$ cat config.mk
export PLATFORM = sky130hd
export DESIGN_NAME = de_coder_cmd_sequencer
export DESIGN_NICKNAME = d
export VERILOG_FILES = /design/src/rtl/de_coder_cmd_sequencer.sv
export SDC_FILE = /design/constraint.sdc
export NUM_CORES = 1
export LEC_CHECK = 0
export BUFFER_PORTS_ARGS = -buffer_cell sky130_fd_sc_hd__buf_2
export CAP_MARGIN = 20
export CORE_MARGIN = 5
export CORE_UTILIZATION = 35
export DETAILED_ROUTE_END_ITERATION = 7
export PLACE_DENSITY = 0.59
export SYNTH_ARGS = -nofsm -noshare
export SYNTH_HDL_FRONTEND = slang
export SYNTH_SLANG_ARGS = --single-unit
export TNS_END_PERCENT = 5
$ cat constraint.sdc
create_clock -name clk -period 2.6 [get_ports clk]
set_input_delay 0.65 -clock clk [delete_from_list [all_inputs] [get_ports clk]]
set_output_delay 0.65 -clock clk [all_outputs]
set_load 0.05 [all_outputs]
$ cat src/rtl/de_coder_cmd_sequencer.sv
// Command-write sequencer: buffers parser command words in a small FIFO and
// issues them to the decoder command store via a write/ready handshake with a
// programmable idle gap after every accepted write. Terminates after com_end
// once every buffered word has been written.
module de_coder_cmd_sequencer #(
  parameter int unsigned CMD_W = 16,
  parameter int unsigned DEPTH = 4,
  parameter int unsigned GAP   = 1,
  parameter int unsigned CNT_W = 8
) (
  input  logic             clk,
  input  logic             reset,
  input  logic             new_com,
  input  logic [CMD_W-1:0] com_data,
  input  logic             com_end,
  input  logic             wr_ready,
  output logic             write,
  output logic [CMD_W-1:0] wr_data,
  output logic             busy,
  output logic             done,
  output logic             overflow,
  output logic [CNT_W-1:0] com_count
);

  localparam int unsigned PTR_W = (DEPTH > 1) ? $clog2(DEPTH) : 1;
  localparam int unsigned OCC_W = PTR_W + 1;
  localparam int unsigned GAP_W = 8;

  typedef enum logic [2:0] {
    S_RESET = 3'd0,
    S_WAIT  = 3'd1,
    S_WRITE = 3'd2,
    S_GAP   = 3'd3,
    S_STOP  = 3'd4
  } state_t;

  state_t           state;
  state_t           state_nxt;
  logic [GAP_W-1:0] gap_cnt;
  logic [GAP_W-1:0] gap_nxt;
  logic             end_pend;

  logic [CMD_W-1:0] mem [DEPTH];
  logic [PTR_W-1:0] wr_ptr;
  logic [PTR_W-1:0] rd_ptr;
  logic [OCC_W-1:0] count;

  logic             full;
  logic             empty;
  logic             push;
  logic             pop;
  logic             drop;

  // FIFO status and handshake qualifiers
  assign full  = (count == OCC_W'(DEPTH));
  assign empty = (count == '0);
  assign pop   = write && wr_ready;
  assign push  = new_com && (state != S_STOP) && (!full || pop);
  assign drop  = new_com && (state != S_STOP) && full && !pop;

  // Outputs decoded from registered state and FIFO occupancy
  assign write   = (state == S_WRITE);
  assign done    = (state == S_STOP);
  assign busy    = !empty || (state == S_WRITE) || (state == S_GAP);
  assign wr_data = mem[rd_ptr];

  // FIFO storage; contents need no reset since count gates every read
  always_ff @(posedge clk) begin
    if (push) begin
      mem[wr_ptr] <= com_data;
    end
  end

  // FIFO pointers and occupancy; pointers wrap naturally (DEPTH is a power of 2)
  always_ff @(posedge clk or posedge reset) begin
    if (reset) begin
      wr_ptr <= '0;
      rd_ptr <= '0;
      count  <= '0;
    end else begin
      if (push) begin
        wr_ptr <= wr_ptr + PTR_W'(1);
      end
      if (pop) begin
        rd_ptr <= rd_ptr + PTR_W'(1);
      end
      case ({push, pop})
        2'b10:   count <= count + OCC_W'(1);
        2'b01:   count <= count - OCC_W'(1);
        default: count <= count;
      endcase
    end
  end

  // Sticky status flags and accepted-write counter
  always_ff @(posedge clk or posedge reset) begin
    if (reset) begin
      end_pend  <= 1'b0;
      overflow  <= 1'b0;
      com_count <= '0;
    end else begin
      if (com_end && (state != S_STOP)) begin
        end_pend <= 1'b1;
      end
      if (drop) begin
        overflow <= 1'b1;
      end
      if (pop) begin
        com_count <= com_count + CNT_W'(1);
      end
    end
  end

  // State and gap-counter registers
  always_ff @(posedge clk or posedge reset) begin
    if (reset) begin
      state   <= S_RESET;
      gap_cnt <= '0;
    end else begin
      state   <= state_nxt;
      gap_cnt <= gap_nxt;
    end
  end

  // Next-state logic; buffered data always takes priority over termination
  always_comb begin
    state_nxt = state;
    gap_nxt   = gap_cnt;
    case (state)
      S_RESET: state_nxt = S_WAIT;
      S_WAIT: begin
        if (!empty) begin
          state_nxt = S_WRITE;
        end else if (end_pend) begin
          state_nxt = S_STOP;
        end
      end
      S_WRITE: begin
        if (wr_ready) begin
          if (GAP != 0) begin
            state_nxt = S_GAP;
            gap_nxt   = GAP_W'(GAP - 1);
          end else if (count > OCC_W'(1)) begin
            state_nxt = S_WRITE;
          end else begin
            state_nxt = S_WAIT;
          end
        end
      end
      S_GAP: begin
        if (gap_cnt == '0) begin
          state_nxt = S_WAIT;
        end else begin
          gap_nxt = gap_cnt - GAP_W'(1);
        end
      end
      S_STOP:  state_nxt = S_STOP;
      default: state_nxt = S_RESET;
    endcase
  end

endmodule

==> results.txt <==
Row cnt -> 38
Final Net Count -> 327
Vias -> 2,144
TritonCTS Buffers -> 9
Critical path arrival -> 1.76 ns
Core ar. -> 10,790 um2
Total track usage -> 11.26%
GP Congestion -> 0.7285
Unique masters post-synth -> 44
Final HPWL DP -> 4.724 mm
RSZ-0062 raised after global routing -> no
DRT Wirelength -> 7.014 mm
Sequential fraction of the synthesis area -> 68.05%
Die height -> 114.9 um
DR WL/cell -> 15.87 um
Number of antenna diodes -> 0
Pleak -> 1.734 nW
Syn Nets -> 267
Required @ worst endpoint -> 1.95 ns
Hold Path Class -> primary input to async pin
Syn_area_per_cell -> 16.19 um2
Hold_buf cts -> 0
Internal power -> 3.225 mW
Area Growth Syn to Fin -> 16.69%
Clock Path Buffers -> 2
Top cells by count, synth -> 64 x edfxtp_1, 28 x dfrtp_1, 16 x mux4_2, 16 x nand2_1, 14 x nor2_1
ANT nets after route -> 0
Outcome -> completed
Gr ovfl total -> 0
Pre-CTS setup slack -> 0.1920 ns
Pwr Total -> 5.469 mW
# DRC -> 0
Comb pwr share -> 42.3%
Post-Syn Instances -> 238
CP Max Fanout -> 16
CP Launch Type -> flop
Async SR Flop Fraction -> 30.43%
Placed Instances -> 427
First-pass GRT wire length -> 11.40 mm
Post-synth EDFFs -> 64
Clock-pin slew on the worst setup and hold paths -> 0.09 ns
Hold Worst Slack -> 0.3548 ns
Pre-antenna DRT Iters -> 4
Worst slew margin -> 57.46%
Slowest cell delay on critical path -> 0.53 ns
Mapped cell area -> 3854 um2
Non-filler cells, final -> 442
Clock latency at the later pin of the worst-skew pair -> 0.35 ns
Synth warnings -> 0
Sw frac -> 41.04%
I/O pins -> 49
Die Width -> 114.9 um
CP Class -> flop to primary output
Top cells by area, synth -> edfxtp_1 50%, dfrtp_1 18%, mux4_2 9.4%
Setup crit end kind -> primary output
Initial antenna violation count -> 0
Share of power burned in registers -> 40.3%
Largest net degree at the start of global routing -> 29
Slowest cell on crit path -> mux4_2
Final worst-path cycle share -> 92.57%
Setup Skew -> 0.008353 ns
Highest Clock Rate -> 0.4155 GHz
Vias per cell -> 4.851
Postcts setup bufs -> 0
VDD IR-drop max -> 0.6749 mV
Initial DRC count -> 95
Die ar. -> 13,210 um2
Clock network fraction of total power -> 17.4%
Clock Sinks -> 92
Post-synth top area share -> 49.87%
Clock Root Buffer -> clkbuf_8
Yosys reg bits -> 92
Tightest Pin Transition -> 0.6368 ns
CTS tree -> yes
Largest area contributor in the netlist -> edfxtp_1
Vias in the first global route -> 2,241
# resized after CTS -> 0
Worst setup margin -> 0.1931 ns
CP cell instances -> buf_12, mux4_2, buf_2
Setup Total Neg Slack -> 0 ns
Pwr/cell area -> 1216 nW/um2
Port Buffers -> 48
H-tree depth -> 3
Layout cell share with drive strength beyond 1 -> 32.78%
Ys flop type -> edfxtp_1
Min Tclk post-route -> 2.407 ns
Hold Vio Cnt, Final -> 0
Max-slew violation count -> 0
Setup violators final -> 0
Top-count cell post-synth -> edfxtp_1
Max-Cap Viols -> 0
Starting Density -> 35.71%
P_sw -> 2.245 mW
per-layer routing:
| layer | share of wire (%) | global-route usage, % | wire, um |
|---|---|---|---|
| met5 | 0 | 0 | 0 |
| met4 | 0.80 | 2.113 | 56 |
| met3 | 5.6 | 3.789 | 393 |
| met2 | 49 | 18.60 | 3404 |
| met1 | 45 | 14.65 | 3159 |
power groups by stage:
| stage | sequential (mW) | combinational (mW) | clock, mW |
|---|---|---|---|
| 2_1_floorplan | 2.28 | 1.77 | 0 |
| 3_3_place_gp | 2.22 | 2.32 | 0 |
| 3_5_place_dp | 2.24 | 2.36 | 0 |
| 4_1_cts | 2.21 | 2.36 | 0.996 |
| 5_1_grt | 2.25 | 2.51 | 1.07 |
| 6_report | 2.20 | 2.31 | 0.952 |
metrics by stage:
| step | utilization [%] | area [um2] |
|---|---|---|
| 2_1_floorplan | - | 3854 |
| 3_3_place_gp | 39.86 | 4302 |
| 3_5_place_dp | 39.86 | 4302 |
| 4_1_cts | 41.66 | 4497 |
| 5_1_grt | 41.66 | 4497 |
| 6_report | 41.66 | 4497 |
kinds of logic after synthesis:
logic type      Yosys count  share of synthesized area (%)
mux                      22                          10.94
buf+inv                  20                          2.500
simple gates             62                          8.961
fa+ha+maj                 8                          2.792
xor+xnor                 11                          2.500
flops                    92                          68.05
compound gates           23                          4.253
sequential cells by signal, indices dropped and copies added, names as in the netlist:
register / count
com_count: 8
end_pend: 1
overflow: 1
rd_ptr: 2
wr_ptr: 2
gap_cnt: 8
state: 3
mem: 64
count: 3
layout make-up:
type                            instances  area, um2
Clock buffer                            9      123.9
Clock inverter                          6      71.32
Fill cell                             977       6296
Inverter                               11      41.29
Multi-Input combinational cell        126       1135
Sequential cell                        92       2623
Tap cell                              140      175.2
Timing Repair Buffer                   58      327.8
critical path, delay by kind of cell, from the launching register on:
family | cells | cell delay [ns]
flip-flops | 1 | 0.43
multiplexers | 1 | 0.53
buffers and inverters | 2 | 0.44
worst paths after layout:
path                              start      endpoint  slack, ns  depth (start not counted)
max reg2reg                    state[2]      count[1]       0.36                          7
min reg2reg                com_count[7]  com_count[7]       0.48                          1
max in group asynchronous         reset  com_count[0]       1.97                          3
min                               reset      overflow       0.35                          3
max                           rd_ptr[0]   wr_data[12]       0.19                          3
min in group clk           com_count[7]  com_count[7]       0.48                          1
layout by cell type, fill, tap and decap left out, drive strengths merged, types with 2 or more instances in the layout:
cell / count
nand2: 17
a31o: 2
nand4: 5
mux4: 16
a211oi: 2
buf: 58
a21oi: 10
nor3b: 3
clkbuf: 9
dfrtp: 28
edfxtp: 64
nor2: 14
ha: 7
nand4b: 2
xnor2: 11
inv: 14
nor3: 4
clkinvlp: 2
or3: 2
and2: 5
nand3: 2
mux2i: 5
Power figures use the tool's default switching activity.
